### config.mk
export PLATFORM = sky130hd
export DESIGN_NAME = flit_pkt_tracker
export DESIGN_NICKNAME = d
export VERILOG_FILES = /design/src/rtl/flit_pkt_tracker.sv
export SDC_FILE = /design/constraint.sdc
export NUM_CORES = 1
export LEC_CHECK = 0
export ABC_AREA = 1
export CAP_MARGIN = 20
export CORE_ASPECT_RATIO = 1.75
export CORE_MARGIN = 8
export CORE_UTILIZATION = 38
export CTS_CLUSTER_DIAMETER = 60
export DETAILED_ROUTE_END_ITERATION = 8
export PLACE_DENSITY = 0.69
export SLEW_MARGIN = 20
export SYNTH_ARGS = -nofsm -noshare
export SYNTH_HDL_FRONTEND = slang
export SYNTH_SLANG_ARGS = --single-unit
### constraint.sdc
create_clock -name clk -period 9.4 [get_ports clk]
set_input_delay 2.35 -clock clk [delete_from_list [all_inputs] [get_ports clk]]
set_output_delay 2.35 -clock clk [all_outputs]
set_load 0.1 [all_outputs]
### src/rtl/flit_pkt_tracker.sv
// Per-VC packet-boundary tracker: a registered pass-through stage that marks sop/eop,
// checks id/req consistency within a packet and counts completed packets per VC.

module flit_vc_state #(
  parameter int CNT_W = 16
) (
  input  logic             clk,
  input  logic             rst,
  input  logic             hit,
  input  logic [1:0]       id,
  input  logic [4:0]       req,
  input  logic [3:0]       hdr_fmt,
  input  logic [7:0]       hdr_total,
  output logic             sop,
  output logic             eop,
  output logic             err_seq,
  output logic [3:0]       fmt,
  output logic [CNT_W-1:0] cnt
);
  typedef enum logic {IDLE, BODY} state_t;

  state_t     state_q, state_d;
  logic [7:0] rem_q, rem_d;
  logic [3:0] fmt_q;
  logic [1:0] id_q;
  logic [4:0] req_q;

  // Flags describe the flit currently offered on this VC; they only matter when hit.
  always_comb begin
    state_d = state_q;
    rem_d   = rem_q;
    sop     = 1'b0;
    eop     = 1'b0;
    err_seq = 1'b0;
    fmt     = fmt_q;
    case (state_q)
      IDLE: begin
        sop = 1'b1;
        fmt = hdr_fmt;
        eop = (hdr_total == 8'd1);
        if (hit && hdr_total != 8'd1) begin
          state_d = BODY;
          rem_d   = hdr_total - 8'd1;
        end
      end
      BODY: begin
        eop     = (rem_q == 8'd1);
        err_seq = (id != id_q) || (req != req_q);
        if (hit) begin
          rem_d = rem_q - 8'd1;
          if (rem_q == 8'd1) state_d = IDLE;
        end
      end
      default: state_d = IDLE;
    endcase
  end

  always_ff @(posedge clk or posedge rst) begin
    if (rst) begin
      state_q <= IDLE;
      rem_q   <= '0;
      fmt_q   <= '0;
      id_q    <= '0;
      req_q   <= '0;
      cnt     <= '0;
    end else begin
      state_q <= state_d;
      rem_q   <= rem_d;
      if (hit && state_q == IDLE) begin
        fmt_q <= hdr_fmt;
        id_q  <= id;
        req_q <= req;
      end
      if (hit && eop) cnt <= cnt + CNT_W'(1);
    end
  end
endmodule

module flit_pkt_tracker #(
  parameter int NUM_VCS = 2,
  parameter int WORD_W  = 32,
  parameter int CNT_W   = 16,
  parameter int VC_W    = (NUM_VCS > 1) ? $clog2(NUM_VCS) : 1
) (
  input  logic                     clk,
  input  logic                     rst,
  input  logic                     in_valid,
  output logic                     in_ready,
  input  logic [VC_W-1:0]          in_vc,
  input  logic [1:0]               in_id,
  input  logic [4:0]               in_req,
  input  logic [WORD_W-1:0]        in_payload,
  output logic                     out_valid,
  input  logic                     out_ready,
  output logic [VC_W-1:0]          out_vc,
  output logic [1:0]               out_id,
  output logic [4:0]               out_req,
  output logic [WORD_W-1:0]        out_payload,
  output logic                     out_sop,
  output logic                     out_eop,
  output logic [3:0]               out_fmt,
  output logic                     err_fmt,
  output logic                     err_seq,
  output logic [NUM_VCS*CNT_W-1:0] pkt_cnt
);
  localparam int NV2 = 1 << VC_W;

  localparam logic [3:0] FMT_LONG_READ   = 4'd0;
  localparam logic [3:0] FMT_LONG_WRITE  = 4'd1;
  localparam logic [3:0] FMT_MEM_RESP    = 4'd2;
  localparam logic [3:0] FMT_MSG         = 4'd3;
  localparam logic [3:0] FMT_SWITCH_CFG  = 4'd4;
  localparam logic [3:0] FMT_SHORT_READ  = 4'd5;
  localparam logic [3:0] FMT_SHORT_WRITE = 4'd6;

  if (WORD_W < 32) begin : g_bad_width
    $error("flit_pkt_tracker: WORD_W must be >= 32");
  end

  typedef struct packed {
    logic [VC_W-1:0]   vc;
    logic [1:0]        id;
    logic [4:0]        req;
    logic [WORD_W-1:0] payload;
    logic              sop;
    logic              eop;
    logic [3:0]        fmt;
    logic              err_fmt;
    logic              err_seq;
  } out_flit_t;

  logic       xfer;
  logic [3:0] hdr_fmt;
  logic [7:0] len7, len4, hdr_total;

  assign in_ready = !out_valid || out_ready;
  assign xfer     = in_valid && in_ready;
  assign hdr_fmt  = in_payload[31:28];

  // A zero length field encodes the maximum length of that field.
  assign len7 = (in_payload[6:0] == 7'd0) ? 8'd128 : {1'b0, in_payload[6:0]};
  assign len4 = (in_payload[3:0] == 4'd0) ? 8'd16  : {4'b0, in_payload[3:0]};

  always_comb begin
    hdr_total = 8'd1;
    case (hdr_fmt)
      FMT_LONG_READ:   hdr_total = 8'd2;
      FMT_LONG_WRITE:  hdr_total = 8'd2 + len7;
      FMT_MEM_RESP,
      FMT_MSG:         hdr_total = 8'd1 + len7;
      FMT_SWITCH_CFG,
      FMT_SHORT_READ:  hdr_total = 8'd1;
      FMT_SHORT_WRITE: hdr_total = 8'd1 + len4;
      default:         hdr_total = 8'd1;
    endcase
  end

  logic [NV2-1:0]      vc_sop, vc_eop, vc_err_seq;
  logic [NV2-1:0][3:0] vc_fmt;

  for (genvar v = 0; v < NV2; v++) begin : g_vc
    if (v < NUM_VCS) begin : g_live
      localparam logic [VC_W-1:0] VID = VC_W'(v);
      flit_vc_state #(.CNT_W(CNT_W)) u_vc (
        .clk       (clk),
        .rst       (rst),
        .hit       (xfer && in_vc == VID),
        .id        (in_id),
        .req       (in_req),
        .hdr_fmt   (hdr_fmt),
        .hdr_total (hdr_total),
        .sop       (vc_sop[v]),
        .eop       (vc_eop[v]),
        .err_seq   (vc_err_seq[v]),
        .fmt       (vc_fmt[v]),
        .cnt       (pkt_cnt[v*CNT_W +: CNT_W])
      );
    end else begin : g_pad
      // Unreachable VC codes when NUM_VCS is not a power of two.
      assign vc_sop[v]     = 1'b0;
      assign vc_eop[v]     = 1'b0;
      assign vc_err_seq[v] = 1'b0;
      assign vc_fmt[v]     = 4'd0;
    end
  end

  out_flit_t out_d, out_q;

  always_comb begin
    out_d         = '0;
    out_d.vc      = in_vc;
    out_d.id      = in_id;
    out_d.req     = in_req;
    out_d.payload = in_payload;
    out_d.sop     = vc_sop[in_vc];
    out_d.eop     = vc_eop[in_vc];
    out_d.fmt     = vc_fmt[in_vc];
    out_d.err_fmt = vc_sop[in_vc] && (hdr_fmt >= 4'd7);
    out_d.err_seq = vc_err_seq[in_vc];
  end

  always_ff @(posedge clk or posedge rst) begin
    if (rst) begin
      out_valid <= 1'b0;
      out_q     <= '0;
    end else if (xfer) begin
      out_valid <= 1'b1;
      out_q     <= out_d;
    end else if (out_ready) begin
      out_valid <= 1'b0;
    end
  end

  assign out_vc      = out_q.vc;
  assign out_id      = out_q.id;
  assign out_req     = out_q.req;
  assign out_payload = out_q.payload;
  assign out_sop     = out_q.sop;
  assign out_eop     = out_q.eop;
  assign out_fmt     = out_q.fmt;
  assign err_fmt     = out_q.err_fmt;
  assign err_seq     = out_q.err_seq;
endmodule

==> load_flow_metrics.sql <==
INSERT INTO impl_metrics (metric_group, metric, value, unit) VALUES
('global_route', 'gr-usage-all-layers', '16.2', '%'),
('global_route', 'grt_max_degree', '78', ''),
('logic_synthesis', 'syn_area', '6410', 'um^2'),
('timing', 'final-setup-viol-count', '0', ''),
('final_layout', 'post_route_cells_drive_above_1_share', '9.19', '%'),
('pwr', 'ir_worst_vdd', '0.171', 'mV'),
('global_route', 'busiest_layer', 'met2', ''),
('floorplanning', 'die-height', '188', 'um'),
('setup_path', 'end_kind', 'primary output', ''),
('route', 'dr_total_vias', '5570', ''),
('timing', 'unrepaired_setup_endpoints_after_global_routing', 'false', ''),
('final_layout', 'layout.filler_cells', '1619', ''),
('timing', 'timing_max_transition_violations_final', '0', ''),
('placed_design', 'dp_hpwl', '12.5', 'mm'),
('setup_path', 'cp_data_arrival_time', '4.11', 'ns'),
('cts', 'clock_insertion_delay_worst_skew', '0.41', 'ns'),
('timing', 'fin_setup_tns', '0', 'ns'),
('timing', 'tightest_slew', '1.05', 'ns'),
('setup_path', 'critical-path-top-cell-by-count', 'sky130_fd_sc_hd__clkdlybuf4s50_1', ''),
('logic_synthesis', 'yosys_warnings', '0', ''),
('cts', 'cts_root_buf', 'sky130_fd_sc_hd__clkbuf_16', ''),
('global_route', 'grt.met1_usage', '16.8', '%'),
('cts', 'clock_tree_from_tritoncts', 'yes', ''),
('timing', 'timing_hold_violations_final', '0', ''),
('setup_path', 'crit_buf_inv', '3', ''),
('final_layout', 'layout.cells.most_common_list', 'sky130_fd_sc_hd__nand2_1 (225), sky130_fd_sc_hd__clkdlybuf4s50_1 (125), sky130_fd_sc_hd__dfrtp_1 (121)', ''),
('cts', 'cts-root-to-sink-buffers', '2', ''),
('global_route', 'grt_remaining_overflow', '0', ''),
('route', 'drtAntennaViolNets', '0', ''),
('logic_synthesis', 'yosys-top-cells-area', 'sky130_fd_sc_hd__dfrtp_1 (47%), sky130_fd_sc_hd__nand2_1 (13%), sky130_fd_sc_hd__inv_1 (4.6%), sky130_fd_sc_hd__nand3_1 (4.2%), sky130_fd_sc_hd__mux2_2 (3.9%)', ''),
('cts', 'postCtsSetupBuffers', '0', ''),
('setup_path', 'worst-path-max-fanout', '3', ''),
('placed_design', 'io_buffer_count', '125', ''),
('cts', 'cts_inserted_buffers', '17', ''),
('setup_path', 'start_kind', 'input port', ''),
('global_route', 'grtUsageMet2', '30.9', '%'),
('cts', 'clk_slew_on_worst_s_h_paths', '0.06', 'ns'),
('route', 'first_pass_drt_iterations', '4', ''),
('cts', 'cts_hold_buffers', '0', ''),
('global_route', 'vias_in_the_first_global_route', '5549', ''),
('route', 'initialDrtViolationCount', '308', ''),
('placed_design', 'place_congestion', '0.922', ''),
('setup_path', 'cell_breakdown_of_the_critical_path', 'clkdlybuf4s50_1, inv_1, nand2_1, clkdlybuf4s50_1', ''),
('timing', 'fin_crit', '6.46', 'ns'),
('timing', 'max_freq', '0.155', 'GHz'),
('outcome', 'run_status', 'complete, no violations', ''),
('floorplanning', 'die_width', '114', 'um'),
('floorplanning', 'die-area', '21400', 'um^2'),
('flow_run', 'max-cap-violations', '0', ''),
('floorplanning', 'fp.coreArea', '16700', 'um^2'),
('timing', 'timing.final.crit_share', '68.7', '%'),
('floorplanning', 'placement_rows', '63', ''),
('logic_synthesis', 'mappedNetlistNets', '841', ''),
('setup_path', 'worst_path_dominant_cell_family', 'buffers and inverters', ''),
('floorplanning', 'initial_core_util', '38.3', '%'),
('logic_synthesis', 'syn-instance-count', '786', ''),
('final_layout', 'utilization', '50.5', '%'),
('logic_synthesis', 'syn_area_per_cell', '8.15', 'um^2'),
('logic_synthesis', 'number_of_register_bits_inferred_by_synthesis', '121', ''),
('setup_path', 'crit_path_top_delay_cell', 'sky130_fd_sc_hd__clkdlybuf4s50_1', ''),
('final_layout', 'areaGrowthSynthToFinish', '31.8', '%'),
('final_layout', 'mostFrequentLayoutCell', 'sky130_fd_sc_hd__nand2_1', ''),
('setup_path', 'critPathKind', 'in2out', ''),
('pwr', 'power.density', '324', 'nW/um^2'),
('setup_path', 'critPathMaxStageDelay', '1.15', 'ns'),
('setup_path', 'worstPathRequired', '7.05', 'ns'),
('cts', 'h_tree_level_count', '4', ''),
('min_path', 'hold_class', 'reg2reg', ''),
('route', 'routed_via_density', '4.83', ''),
('logic_synthesis', 'synth_largest_area_cell', 'sky130_fd_sc_hd__dfrtp_1', ''),
('logic_synthesis', 'synth.top_cell.area_share', '47.3', '%');
## stage by stage
step / instances / total power, W / setup WS, ns / cell area (um^2)
2_1_floorplan: 786 / 0.00177 / 3.84 / 6410
4_1_cts: 1152 / 0.00276 / 2.94 / 8440
3_3_place_gp: 1121 / 0.00207 / 2.95 / 7850
3_5_place_dp: 1121 / 0.00209 / 2.93 / 7850
5_1_grt: 1153 / 0.00288 / 2.91 / 8440
6_report: 1153 / 0.00273 / 2.94 / 8440
## logic make-up (layout without fill, tap and decap cells)
group,count (synthesis),count (layout),share of synthesized area (%)
and+or+nand+nor,391,391,26.7
DFF,121,121,47.3
buffers and inverters,108,247,6.97
AOI/OAI and AO/OA,94,94,7.75
xor gates and xnor gates,39,39,5.33
muxes,22,22,3.87
adders and majority gates,11,11,2.15
other,0,1,0
## Yosys cell counts
| master | n |
|---|---|
| sky130_fd_sc_hd__o21ai_1 | 31 |
| sky130_fd_sc_hd__xnor2_1 | 12 |
| sky130_fd_sc_hd__a22oi_1 | 4 |
| sky130_fd_sc_hd__or3_1 | 1 |
| sky130_fd_sc_hd__nor4_1 | 7 |
| sky130_fd_sc_hd__nor2_1 | 54 |
| sky130_fd_sc_hd__nand3b_1 | 4 |
| sky130_fd_sc_hd__nand4_1 | 14 |
| sky130_fd_sc_hd__a21boi_0 | 2 |
| sky130_fd_sc_hd__a21oi_1 | 5 |
| sky130_fd_sc_hd__nor2_2 | 5 |
| sky130_fd_sc_hd__buf_1 | 3 |
| sky130_fd_sc_hd__nor2_4 | 3 |
| sky130_fd_sc_hd__o21ai_0 | 49 |
| sky130_fd_sc_hd__o221ai_1 | 1 |
| sky130_fd_sc_hd__buf_8 | 1 |
| sky130_fd_sc_hd__nand3_1 | 54 |
| sky130_fd_sc_hd__clkbuf_1 | 10 |
| sky130_fd_sc_hd__nand2_2 | 5 |
| sky130_fd_sc_hd__nand3_2 | 4 |
| sky130_fd_sc_hd__xor2_1 | 27 |
| sky130_fd_sc_hd__nor3_1 | 12 |
| sky130_fd_sc_hd__clkinv_1 | 3 |
| sky130_fd_sc_hd__buf_6 | 3 |
| sky130_fd_sc_hd__nand2_4 | 2 |
| sky130_fd_sc_hd__inv_1 | 78 |
| sky130_fd_sc_hd__buf_4 | 2 |
| sky130_fd_sc_hd__dfrtp_1 | 121 |
| sky130_fd_sc_hd__nand2_1 | 226 |
| sky130_fd_sc_hd__ha_1 | 11 |
| sky130_fd_sc_hd__mux2_2 | 22 |
| sky130_fd_sc_hd__o2111ai_1 | 1 |
| sky130_fd_sc_hd__inv_2 | 8 |
| sky130_fd_sc_hd__a21oi_2 | 1 |
## worst paths after layout
check                                             startpoint                           end  slack, ns  depth (start not counted)
max in group asynchronous                                rst                    out_req[0]       5.68                          3
worst max register to register                     out_valid  g_vc[0].g_live.u_vc.rem_q[6]       7.04                          9
worst min-delay path            g_vc[0].g_live.u_vc.fmt_q[3]  g_vc[0].g_live.u_vc.fmt_q[3]       0.47                          2
worst min register to register  g_vc[0].g_live.u_vc.fmt_q[3]  g_vc[0].g_live.u_vc.fmt_q[3]       0.47                          2
min in group asynchronous                                rst               out_payload[11]       2.36                          2
worst max-delay path                               out_ready                      in_ready       2.94                          4
## power breakdown
part	total, W	switching (W)	internal (W)
Combinational	0.00126	0.000928	0.000334
Sequential	0.000812	0.000132	0.000680
Clock	0.000659	0.000262	0.000397
## flip-flops by register name (all words and copies together) (netlist names), 2 cells and up
name                      flops
out_payload                  32
g_vc.g_live.u_vc.fmt_q        8
g_vc.g_live.u_vc.req_q       10
g_vc.g_live.u_vc.cnt         32
out_id                        2
out_fmt                       4
out_req                       5
g_vc.g_live.u_vc.id_q         4
g_vc.g_live.u_vc.state_q      2
g_vc.g_live.u_vc.rem_q       16
## per-layer routing
metal  up-vias  wire [um]
met2       108       9370
li1       2792          -
met1      2645       6380
met3        25        600
met4         0        410
met5         -          0
## cell type report
class | instances | area, um^2 | area share, %
Sequential cell | 121 | 3030 | 35.9
Multi-Input combinational cell | 557 | 2930 | 34.8
Timing Repair Buffer | 127 | 1270 | 15.0
Clock buffer | 17 | 425 | 5.04
Inverter | 89 | 337 | 3.99
Tap cell | 227 | 284 | 3.36
Clock inverter | 14 | 164 | 1.94
Antenna cell | 1 | 2.50 | 0.0296
## worst register-to-register path, cell delays in order, from the launching register on
cell                       delay (ns)
sky130_fd_sc_hd__dfrtp_1         0.38
sky130_fd_sc_hd__nand2_1         0.12
sky130_fd_sc_hd__nand2_2         0.21
sky130_fd_sc_hd__nor2_1          0.22
sky130_fd_sc_hd__inv_1           0.08
sky130_fd_sc_hd__nor2_1          0.40
sky130_fd_sc_hd__clkinv_1        0.42
sky130_fd_sc_hd__nand2_2         0.29
sky130_fd_sc_hd__nand3_1         0.11
sky130_fd_sc_hd__nand2_1         0.06
Power figures use the tool's default switching activity.
